**src/rtl/hex_bcd_display.sv**
```systemverilog
// hex_bcd_display: 32-cycle double-dabble converter showing a 32-bit word on eight active-low 7-seg digits.
// Define HEX_BCD_BLANK_EN to blank leading zeros on hex1..hex7.
module hex_bcd_display (
   input  logic        clk,
   input  logic        rst_n,
   input  logic [31:0] value,
   input  logic        load,
   output logic        busy,
   output logic        done,
   output logic        overflow,
   output logic [6:0]  hex0,
   output logic [6:0]  hex1,
   output logic [6:0]  hex2,
   output logic [6:0]  hex3,
   output logic [6:0]  hex4,
   output logic [6:0]  hex5,
   output logic [6:0]  hex6,
   output logic [6:0]  hex7
);
   typedef enum logic [1:0] {IDLE, SHIFT, LATCH} state_t;
`ifdef HEX_BCD_BLANK_EN
   localparam logic [6:0] RST_HI = 7'h7f;
`else
   localparam logic [6:0] RST_HI = 7'h40;
`endif
   state_t      state;
   logic [31:0] sh;
   logic [31:0] pend_val;
   logic        pend_v;
   logic [39:0] bcd;
   logic [39:0] adj;
   logic [4:0]  cnt;
   logic [6:0]  disp  [8];
   logic [6:0]  seg_n [8];

   function automatic logic [6:0] seg(input logic [3:0] d);
      case (d)
         4'd0:    seg = 7'h40;
         4'd1:    seg = 7'h79;
         4'd2:    seg = 7'h24;
         4'd3:    seg = 7'h30;
         4'd4:    seg = 7'h19;
         4'd5:    seg = 7'h12;
         4'd6:    seg = 7'h02;
         4'd7:    seg = 7'h78;
         4'd8:    seg = 7'h00;
         4'd9:    seg = 7'h10;
         default: seg = 7'h7f;
      endcase
   endfunction

   assign busy = state != IDLE;
   assign {hex7, hex6, hex5, hex4, hex3, hex2, hex1, hex0} =
          {disp[7], disp[6], disp[5], disp[4], disp[3], disp[2], disp[1], disp[0]};

   always_comb begin
      adj = bcd;
      for (int i = 0; i < 10; i++)
         adj[4*i+:4] = bcd[4*i+:4] >= 4'd5 ? bcd[4*i+:4] + 4'd3 : bcd[4*i+:4];
   end

   for (genvar i = 0; i < 8; i++) begin : g_seg
`ifdef HEX_BCD_BLANK_EN
      if (i == 0) begin : g_lsd
         assign seg_n[i] = seg(bcd[3:0]);
      end else begin : g_blank
         assign seg_n[i] = bcd[31:4*i] == '0 ? 7'h7f : seg(bcd[4*i+:4]);
      end
`else
      assign seg_n[i] = seg(bcd[4*i+:4]);
`endif
   end

   always_ff @(posedge clk) begin
      if (!rst_n) begin
         state    <= IDLE;
         sh       <= '0;
         bcd      <= '0;
         cnt      <= '0;
         pend_v   <= 1'b0;
         pend_val <= '0;
         done     <= 1'b0;
         overflow <= 1'b0;
         disp[0]  <= 7'h40;
         for (int i = 1; i < 8; i++) disp[i] <= RST_HI;
      end else begin
         done <= 1'b0;
         case (state)
            IDLE: if (load || pend_v) begin
               sh     <= load ? value : pend_val;
               pend_v <= 1'b0;
               bcd    <= '0;
               cnt    <= '0;
               state  <= SHIFT;
            end
            SHIFT: begin
               {bcd, sh} <= {adj, sh} << 1;
               cnt       <= cnt + 5'd1;
               if (cnt == 5'd31) state <= LATCH;
            end
            default: begin
               for (int i = 0; i < 8; i++) disp[i] <= seg_n[i];
               overflow <= bcd[39:32] != 8'd0;
               done     <= 1'b1;
               state    <= IDLE;
            end
         endcase
         // a load arriving mid-conversion parks in the one-deep slot, newest wins
         if (busy && load) begin
            pend_val <= value;
            pend_v   <= 1'b1;
         end
      end
   end
endmodule

```
**config.mk**
```make
export PLATFORM = sky130hd
export DESIGN_NAME = hex_bcd_display
export DESIGN_NICKNAME = d
export VERILOG_FILES = /design/src/rtl/hex_bcd_display.sv
export SDC_FILE = /design/constraint.sdc
export NUM_CORES = 1
export LEC_CHECK = 0
export CORE_MARGIN = 2
export CORE_UTILIZATION = 50
export CTS_CLUSTER_DIAMETER = 50
export CTS_CLUSTER_SIZE = 10
export DETAILED_ROUTE_END_ITERATION = 16
export PLACE_DENSITY = 0.8
export SYNTH_ARGS = -nofsm -noshare
export SYNTH_HDL_FRONTEND = slang
export SYNTH_SLANG_ARGS = --single-unit
```
**constraint.sdc**
```tcl
create_clock -name clk -period 8.9 [get_ports clk]
set_input_delay 2.225 -clock clk [delete_from_list [all_inputs] [get_ports clk]]
set_output_delay 2.225 -clock clk [all_outputs]
set_load 0.005 [all_outputs]
```
-- After elaboration in Yosys (flattened, before gate mapping)
Memory sizes are Yosys's and may differ from the RTL's. A register that Yosys moved wholly into a read port is not among the register bits.
Cells that the tools add are included.
- mux-type cells: 51
- bitwise operators: 8
- reductions and logical operators: 12
- order comparisons: 10
- equality and inequality tests: 4
- $add $sub $neg: 11
- operators with widths (cell ; number):
    2-to-1 mux 4 bit ; 25
    one-hot mux 40 bit (2 select lines) ; 1
    2-to-1 mux 32 bit ; 2
    one-hot mux 32 bit (2 select lines) ; 1
    2-to-1 mux 7 bit ; 8
    >= comparator 4 x 3 -> 1 bit (second input constant) ; 10
    2-to-1 mux 40 bit ; 1
    adder 4 x 2 -> 4 bit (second input constant) ; 9
    one-hot mux 5 bit (2 select lines) ; 1
    bitwise OR 1 bit ; 8
    nonzero test 2 bit ; 4
    nonzero test 8 bit ; 1
    2-to-1 mux 1 bit ; 7
    AND reduction 2 bit ; 3
    adder 5 x 1 -> 5 bit (second input constant) ; 1
    == test 5 bit (second input constant) ; 1
    2-to-1 mux 5 bit ; 1
    2-to-1 mux 2 bit ; 2
    != test 2 bit (second input constant) ; 2
    one-hot mux 2 bit (2 select lines) ; 1
    adder 3 x 2 -> 3 bit (second input constant) ; 1
    2-to-1 mux 3 bit ; 1
    == test 2 x 1 -> 1 bit (second input constant) ; 1
    logical NOT 2 bit ; 1
    3 further kinds ; 3
- output and inout bits: 59
- logic and storage cells: 113
- memory bits (read-only): 896
- bits of input ports: 35
- memories kept: 9
- register bits: 114
- RAM bits: 56
- memory list (name ; words ; bits a word ; rd ports ; clocked after Yosys merged registers in ; wr ports ; RTL line ; text):
    (no name shown) ; 16 ; 7 ; 1 ; 1 ; 0 ; 37 ; case (d)
    (no name shown) ; 16 ; 7 ; 1 ; 1 ; 0 ; 37 ;
    (no name shown) ; 16 ; 7 ; 1 ; 1 ; 0 ; 37 ;
    (no name shown) ; 16 ; 7 ; 1 ; 1 ; 0 ; 37 ;
    (no name shown) ; 16 ; 7 ; 1 ; 1 ; 0 ; 37 ;
    (no name shown) ; 16 ; 7 ; 1 ; 1 ; 0 ; 37 ;
    +3 memories ; n/a ; n/a ; n/a ; n/a ; n/a ; n/a ;

-- Depth between registers and ports, before layout
Gate-level depths: netlist (run 1).
- depth after elaboration: 6
- mapped depth: 15
- depth with buffers taken out: 13

-- Worst setup path before layout (run 1)
Ideal clock, no wire load.
- kind: in2reg
- start: in rst_n
- end: mem disp[0][0], enable pin
- required time: 8.475 ns
- stages on the path: 3
- path slack: 4.565 ns
- arrival time: 3.910 ns
- path buffers: 2
- library setup time: 0.425 ns
- cell sequence: buf_2 clkbuf_1 nand2b_1
- RTL lines (item ; RTL line ; text):
    start, declared ; 5 ; input logic rst_n,
    end, declared ; 33 ; logic [6:0] disp [8];

-- Worst setup path in the final report (run 1)
- start: in load
- end: reg seg_n[25] (netlist name)
- longest elaborated chain between the ends: 5
- ends and longest elaborated chain (item ; RTL line ; text):
    start, declared ; 7 ; input logic load,
    logical OR 1 bit ; 89 ; IDLE: if (load || pend_v) begin
    != test 2 bit (no source line) ; n/a ;
    AND reduction 2 bit (no source line) ; n/a ;
    2-to-1 mux 4 bit (no source line) (2 in a row) ; n/a ;
Every way passes these cells.
A chain may end at the register's enable or synchronous reset.

==> impl_results.md, run 1 <==
- Nature of the critical path endpoint: register
- Largest family of logic cells by synthesized area: compound AO/OA/AOI/OAI gates
- Final HPWL DP: around 14000 um
- I/O pin total: 94
- Clk_lat worst skew: about 520 ps
- Worst path slowest cell: or2_2
- Worst-path clk slew: ~60 ps
- Die H: about 150 um
- Initial Util: 0.509
- Final Slew Violations: 0
- FF-to-FF Start: state[0]
- # setup viols final: 0
- Crit path DAT: 5380 ps
- Total wire length: 21900 um
- Pleak: approximately 5.1 nW
- CTS Buf Count: 27
- Crit-path max FO: 37
- Final Cycle Share: 0.554
- Drt first pass iters: 5
- FP Rows: 53
- Slew headroom: 0.273
- Simple-gate share of the synthesized area: 0.149
- CP required: 9350 ps
- Syn nets: between 1000 and 1500
- Num Clock Sinks: approximately 230
- Synth cell types: between 50 and 60
- Final clock skew: roughly 13 ps
- Status: complete, no violations
- # diodes: 0
- Max-capacitance violation count: 0
- PortBufs: 93
- Cell Area, Synth: approximately 11000 um2
- First-pass GRT wire length: about 36000 um
- Reg-to-reg slack, setup: ~5500 ps
- Crit Path Class: in2reg
- Max rail drop VDD: 0.000125 V
- Synthesis Warnings: 0
- Total global-route track usage: 0.193
- Critical Path Start Type: input pin
- Hold depth: 1
- Hold_buf cts: 0
- Final TNS setup: 0 ps
- Final core occ: 0.594
- CTS Buffer Depth: 3
- Critical path's largest stage delay: approximately 520 ps
- Root Driver: clkbuf_16
- Post-CTS Setup Inserts: 0
- Cells along the critical path: buf_2 > buf_4 > nor3_4 > or2_2 > buf_4 > a32oi_1 > nor2_1 > inv_1 > ha_1 > inv_1 > a21oi_1 > o21ai_0 > a222oi_1 > a31oi_1
- Syn Inst Count: between 1000 and 1500
- Nets: around 1300
- Synth Area in XOR/XNOR: 0.0164
- Core box area: 21000 um2
- H-tree depth: 1
- Largest net degree at the start of global routing: between 70 and 80
- Reg2reg end: seg_n[25]
- Min-delay src: cnt[3]
- WL per Instance: between 10 and 15 um
- Area delta synth->final: 16.6%
- Sequential element share of the synthesized area: 0.476
- Mux contribution to synthesized area: 0.0356
- Die area: approximately 23000 um2
- Synthesized flop and latch total: roughly 230
- Worst reg2reg path depth: 12
- Layout cells sized above 1: 0.0681
- Slew @ Worst Pin: between 1000 and 1500 ps
- Pwr Density: around 180 nW/um2
- Congestion Overflow GR: 0
- RSZ-0062 raised after global routing: false
- Final Hold Fails: 0
- Post_cts resized: 0
- Vias in the first global route: a little under 8000
- WHS Endpoint: cnt[3]
- Routability cong.: approximately 0.92
- Initial antenna violation count: 0
- Syn avg cell area: between 9 and 10 um2
- Post-route minimum period: 4930 ps
- Worst hold path class: reg2reg
- Post-Synth Adder-Cell Area: 0.0750
- Die Width: roughly 150 um
- F_max: about 200 MHz
- CTS tree: built
- Via count: between 8000 and 9000
- Fill cell count: 1780
- Antenna-violating nets left: 0
- Post-place setup slack: 3520 ps
- Synth Area in Compound Gates: 0.194
- Final setup margin: 3970 ps
- Starting DRT DRC Count: between 500 and 600
- Post-route DRC: 0
- Via/cell ratio: about 5.6
final cells by class:
| cell class | instances | area (um2) | share of cell area |
|---|---|---|---|
| multi-input cells | 766 | 5020 | 0.403 |
| inverters | 66 | 248 | 0.0199 |
| repair buffers | 103 | 996 | 0.0800 |
| clock buffers | 41 | 738 | 0.0593 |
| clock inverters | 2 | 15.0 | 0.00121 |
| flip-flops and latches | 226 | 5080 | 0.408 |
| well taps | 275 | 344 | 0.0276 |
where the power goes:
group	internal (mW)	total, mW	switching, mW
clock network	0.563	0.955	0.392
logic	0.0612	0.148	0.0869
registers	1.08	1.10	0.0146
total	1.71	2.20	0.494
state kept, by name, summed over array words and instances (netlist names):
register	count
pend_val	32
cnt	5
done	1
overflow	1
bcd	40
seg_n	56
pend_v	1
disp	56
state	2
sh	32
stage by stage:
stage               std cells  power [mW]  hold slack, ps  cell area (um2)
finish                   1479        2.20             448            12400
global route             1479        2.28             465            12400
CTS                      1479        2.22             446            12400
detailed placement       1436        1.27             440            11700
global placement         1436        1.26             430            11700
floorplan                1126        1.21             415            10700
cell usage in the layout (no fill, tap or decap), types with 12 or more instances in the layout:
master / Yosys / final
a21oi_1: 123 / 123
a22o_1: 19 / 19
a22oi_1: 14 / 14
and2_1: 12 / 12
and3_1: 40 / 40
clkbuf_1: 39 / 13
clkbuf_16: 0 / 27
clkdlybuf4s50_1: 0 / 91
dfxtp_1: 170 / 170
edfxtp_1: 56 / 56
ha_1: 64 / 64
inv_1: 59 / 59
mux2i_1: 38 / 38
nand2_1: 180 / 180
nand2b_1: 14 / 12
nor2_1: 34 / 34
o211ai_1: 31 / 31
o21ai_0: 38 / 38
xnor2_1: 15 / 15
worst max-delay path by stage:
stage,from,endpoint,slack (ps),depth (start not counted)
floorplan,rst_n,disp[0][0],4560,3
global placement,load,seg_n[25],3660,14
detailed placement,load,seg_n[11],3520,14
CTS,load,seg_n[11],4050,14
global route,load,seg_n[25],3650,14
finish,load,seg_n[25],3970,14
Yosys cell counts (all sizes together):
cell	instances	share of area
nand2	180	0.063
dfxtp	170	0.32
a21oi	128	0.063
inv	66	0.023
ha	64	0.075
edfxtp	56	0.16
o21ai	49	0.023
and3	40	0.023
clkbuf	39	0.014
mux2i	38	0.036
nor2	38	0.016
o211ai	31	0.022
buf	29	0.017
a22o	21	0.017
a22oi	16	0.012
xnor2	15	0.012
nand2b	14	0.0082
nor3	13	0.0090
and2	12	0.0070
a32oi	11	0.012
a21o	9	0.0063
nor3b	8	0.0056
or2	8	0.0047
a2bb2oi	7	0.0057
a311oi	7	0.0057
and3b	7	0.0057
nand3	7	0.0033
a32o	6	0.0056
a211oi	5	0.0035
a31oi	5	0.0029
o31ai	5	0.0035
xor2	5	0.0041
a41o	4	0.0038
o21a	3	0.0021
a222oi	2	0.0019
o32ai	2	0.0016
a221oi	1	0.00082
a41oi	1	0.00082
and2b	1	0.00070
nand4	1	0.00059
nor2b	1	0.00059
nor4	1	0.00059
metal layers:
layer / GRT usage / up-vias / share of wire / wire [um]
met4: 0.0769 / 0 / 0.029 / 635
met1: 0.260 / 3868 / 0.45 / 9950
li1: - / 4096 / - / -
met5: 0 / - / 0 / 0
met2: 0.312 / 248 / 0.46 / 10200
met3: 0.0297 / 56 / 0.052 / 1150
critical path, delay by kind of cell:
family	cells	cell delay, ps
adders and majority gates	1	200
and+or+nand+nor	3	1170
AOI/OAI and AO/OA	5	640
buffers and inverters	5	1080
cell families after synthesis:
group,count (synthesis)
simple gates,331
compound gates,313
flops,226
buf+inv,134
fa+ha+maj,64
mux,38
xor+xnor,20
Note: power is estimated with default switching activity, not from simulation.
==> run 2, diff against run 1 <==
clock period = 4.6 ns   (was 8.9 ns; I/O delays follow)
==> run 2 against run 1 <==
Via count down 0.16%. Critical endpoint is now busy. Critical path depth decreased by 10. Worst setup slack worse by 2600 ps. Sequential cell count did not move. Sequential power is 93% higher. Core utilization rose by 0.75 points.
==> impl_results.md, run 2 (synthesis results as in run 1) <==
- Hold slack: roughly 450 ps
- Final setup margin: approximately 1400 ps
- Pwr Total: between 4 and 5 mW
- # diodes: 0
- Via count: a little over 8000
- Hold depth: 2
- Worst path bufs/invs: 3
- Drt first pass iters: 5
- Core box area: 21000 um2
- H-tree depth: 1
- FF-to-FF Start: state[0]
- Post-DP Area: about 12000 um2
- Most frequent cells in the layout: nand2_1, dfxtp_1, a21oi_1
- Slew headroom: 0.275
- Cells along the critical path: buf_4 > nor2_1 > inv_1 > clkdlybuf4s50_1
- Nature of the critical path endpoint: output port
- CTS Buffer Depth: 3
- Post-route minimum period: between 3000 and 4000 ps
- Reg-to-reg slack, setup: 1420 ps
- Fraction of power consumed by the clock network: 0.467
- Critical Path Start Type: register
- Initial antenna violation count: 0
- Layout cells sized above 1: 0.0751
- Congestion Overflow GR: 0
- PortBufs: between 90 and 100
- CP required: ~3500 ps
- # setup viols final: 0
- Reg2reg end: seg_n[25]
- FP Rows: 53
- Total wire length: about 22000 um
- Slew @ Worst Pin: ~1100 ps
- Top Family by Delay on Critical Path: buffers and inverters
- Max rail drop VDD: 0.000237 V
- Post-place setup slack: 964 ps
- Num Clock Sinks: 226
- Vias in the first global route: 7658
- Die H: 150 um
- Nets: ~1300
- Crit Path Class: reg2out
- Routability cong.: ~0.88
- Min-delay src: pend_val[15]
- Sequential share of power: 0.470
- Pwr Density: between 300 and 400 nW/um2
- Post-CTS Setup Inserts: 0
- Final TNS setup: 0 ps
- CTS Buf Count: 29
- Final core occ: 0.602
- Final Cycle Share: 0.704
- Initial Util: 0.509
- WHS Endpoint: pend_val[15]
- Final clock skew: 14.5 ps
- Area delta synth->final: 18.1%
- Pleak: ~5.2 nW
- CTS tree: built
- Comb pwr share: 0.064
- Status: complete, no violations
- Net switching power: around 0.99 mW
- Final Hold Fails: 0
- Die Width: between 150 and 200 um
- RSZ-0062 raised after global routing: false
- Crit path DAT: 2090 ps
- Sw Ratio: 0.219
- F_max: between 300 and 400 MHz
- Worst reg2reg path depth: 11
- Antenna-violating nets left: 0
- First-pass GRT wire length: approximately 36000 um
- Commonest non-fill, non-tap cell in the layout: nand2_1
- Crit-path max FO: between 50 and 60
- Largest net degree at the start of global routing: 88
- Worst hold path class: reg2reg
- Post-route DRC: 0
- Int Pwr: roughly 3.5 mW
- Post-placement cell count: 1438
- Final HPWL DP: approximately 14000 um
- Clk_lat worst skew: 530 ps
- I/O pin total: 94
- Total global-route track usage: 0.194
- Root Driver: clkbuf_16
- Starting DRT DRC Count: between 600 and 700
- Design area: approximately 13000 um2
- Worst path slowest cell: clkdlybuf4s50_1
- Critical path's largest stage delay: around 510 ps
- WL per Instance: 14.9 um
- Hold_buf cts: 0
- Finished Layout Cells: roughly 1500
- Max-capacitance violation count: 0
- Final Slew Violations: 0
- Post_cts resized: 0
- Via/cell ratio: ~5.6
- Worst-path clk slew: approximately 50 ps
- Die area: approximately 23000 um2
==> run 2: changes by cell type in the layout (fill, tap and decap cells not counted), moves of 2 or more <==
cell	previous run	this run
buf_4	10	12
bufinv_16	0	2
clkbuf_16	27	29
inv_6	0	2
clkbuf_8	1	3
==> run 2: worst register-to-register path: cells and delay by family (launching register included) <==
family          cells  cell delay [ps]
simple gates        2             1030
flops               1              690
compound gates      5              680
buf+inv             3              510
fa+ha+maj           1              190
==> run 2: worst max-delay path by stage <==
stage	end	start	cells after the start	slack (ps)
floorplan	disp[0][0]	rst_n	3	1340
detailed placement	seg_n[18]	load	12	960
global route	seg_n[25]	state[0]	11	1220
global placement	seg_n[39]	load	12	1050
finish	busy	state[1]	4	1360
CTS	busy	state[1]	4	1320
==> run 2: layout make-up <==
class | count | area, um2
Clock buffer | 44 | 812
Multi-Input combinational cell | 766 | 5020
Tap cell | 275 | 344
Fill cell | 1763 | 8350
Timing Repair Buffer | 105 | 1010
Clock inverter | 5 | 82.6
Sequential cell | 226 | 5080
Inverter | 66 | 248
==> run 2: per-layer routing <==
metal	up-vias	part of all wire	global-route usage	wire, um
li1	4108	-	-	-
met1	3869	0.44	0.256	9700
met2	245	0.49	0.327	10800
met3	33	0.057	0.0327	1270
met4	0	0.020	0.0580	439
met5	-	0	0	0
==> run 2: power by group through the flow <==
stage | combinational, mW | clock [mW] | sequential [mW]
floorplan | 0.180 | 0 | 2.16
global placement | 0.284 | 0 | 2.16
detailed placement | 0.289 | 0 | 2.16
CTS | 0.290 | 2.15 | 2.12
global route | 0.318 | 2.25 | 2.13
finish | 0.288 | 2.11 | 2.12
==> run 3, diff against run 2 <==
clock period = 3 ns   (was 4.6 ns; I/O delays follow)
==> run 3 against run 2 <==
Sequential share of layout area shrank 0.60 points. Clock power is 54% higher. Critical path type unchanged. Highest routed layer unchanged. Largest power group unchanged. Via count rose by 0.41%. Worst setup slack worse by 1100 ps. Largest cell class unchanged. Clock-buffer cell count increased by 1. Non-clock buffer count is 21 higher. Clock skew rose by 11 ps. Sequential power grew 53%. Global-route usage is 0.61 points higher. Critical endpoint unchanged. Power is 54% higher.
==> impl_results.md, run 3 (synthesis results as in run 1) <==
- Status: complete, no violations
- Initial Util: 0.509
- Drt first pass iters: 6
- Crit Path Class: reg2out
- Design area: approximately 13000 um2
- Sw Ratio: 0.224
- Post-CTS Setup Inserts: 0
- CP required: 2250 ps
- Slew headroom: 0.482
- Layout cells sized above 1: 0.0899
- Die area: 22500 um2
- # setup viols final: 0
- Core box area: around 21000 um2
- Routability cong.: between 0.9 and 1
- Pleak: 5.33 nW
- CTS tree: built
- Initial antenna violation count: 0
- CTS Buffer Depth: 3
- Crit path DAT: ~2000 ps
- Total wire length: between 20000 and 25000 um
- Sequential share of power: 0.467
- I/O pin total: 94
- Nets: around 1300
- Comb pwr share: 0.067
- FP Rows: 53
- Crit-path max FO: 9
- Largest net degree at the start of global routing: 78
- Final Slew Violations: 0
- Net switching power: approximately 1.6 mW
- Slew @ Worst Pin: between 700 and 800 ps
- Max-capacitance violation count: 0
- Worst hold path class: reg2reg
- WL per Instance: 14.9 um
- H-tree depth: 1
- RSZ-0062 raised after global routing: false
- Congestion Overflow GR: 0
- Worst-path clk slew: approximately 60 ps
- Num Clock Sinks: about 230
- Cells along the critical path: buf_4 > nor2_1 > inv_1 > clkdlybuf4s50_1
- Fraction of power consumed by the clock network: 0.466
- Post-DP Area: approximately 12000 um2
- Final Cycle Share: 0.908
- # diodes: 0
- First-pass GRT wire length: 37600 um
- Finished Layout Cells: around 1500
- Post-route minimum period: ~2700 ps
- CTS Buf Count: 29
- Max rail drop VDD: approximately 0.00054 V
- Root Driver: clkbuf_16
- Area delta synth->final: 19.9%
- Critical Path Start Type: register
- Post-route DRC: 0
- Starting DRT DRC Count: about 540
- Via count: between 8000 and 9000
- Final HPWL DP: roughly 15000 um
- Final TNS setup: 0 ps
- Via/cell ratio: approximately 5.5
- Antenna-violating nets left: 0
- Die H: between 150 and 200 um
- Final Hold Fails: 0
- Post-placement cell count: 1459
- Post_cts resized: 0
- Clk_lat worst skew: roughly 540 ps
- Most frequent cells in the layout: nand2_1, dfxtp_1, a21oi_1
- Commonest non-fill, non-tap cell in the layout: nand2_1
- Pwr Density: 543 nW/um2
- Vias in the first global route: around 8000
- Final clock skew: roughly 26 ps
- Nature of the critical path endpoint: output port
- Die Width: 150 um
- Total global-route track usage: 0.200
- Int Pwr: roughly 5.4 mW
- Critical path's largest stage delay: about 460 ps
- F_max: approximately 370 MHz
- PortBufs: slightly above 90
- Hold_buf cts: 0
- Worst path slowest cell: clkdlybuf4s50_1
## run 3: layer usage
layer / part of all wire / global-route usage / vias to the layer above
met5: 0 / 0 / -
met4: 0.025 / 0.0684 / 0
met3: 0.053 / 0.0352 / 49
met2: 0.49 / 0.346 / 234
met1: 0.43 / 0.252 / 3864
li1: - / - / 4142
## run 3: area by class of cell
cell class | instances | area (um2)
inverters | 66 | 248
clock buffers | 45 | 796
flip-flops and latches | 226 | 5080
repair buffers | 126 | 1210
fillers | 1728 | 8160
multi-input cells | 766 | 5020
well taps | 275 | 344
clock inverters | 6 | 95.1
## run 3: stage by stage
| step | worst slack [ps] | power (mW) | utilization | hold slack [ps] |
|---|---|---|---|---|
| final | 276 | 6.95 | 0.611 | 452 |
| after global routing | 171 | 7.19 | 0.611 | 472 |
| after CTS | 251 | 7.00 | 0.611 | 453 |
| after detailed placement | 111 | 3.77 | 0.568 | 446 |
| after global placement | 277 | 3.77 | 0.568 | 429 |
| after floorplan | 140 | 3.58 | - | 415 |
## run 3: power by group through the flow
stage	registers (mW)	logic (mW)	clock network [mW]
2_1_floorplan	3.31	0.275	0
3_3_place_gp	3.31	0.459	0
3_5_place_dp	3.31	0.465	0
4_1_cts	3.25	0.468	3.29
5_1_grt	3.25	0.514	3.42
6_report	3.25	0.466	3.24
## run 3: worst max-delay path: cells and delay by family, from the launching register on
family / cells / cell delay (ps)
buffers and inverters: 3 / 790
DFF: 1 / 370
and+or+nand+nor: 1 / 270
## run 3: final timing paths
path                              startpoint            to  slack [ps]  cells past startpoint
worst max-delay path                state[0]          busy         280                      4
worst min-delay path            pend_val[10]  pend_val[10]         450                      2
worst max register to register       bcd[17]     seg_n[25]         380                     12
worst min register to register  pend_val[10]  pend_val[10]         450                      2
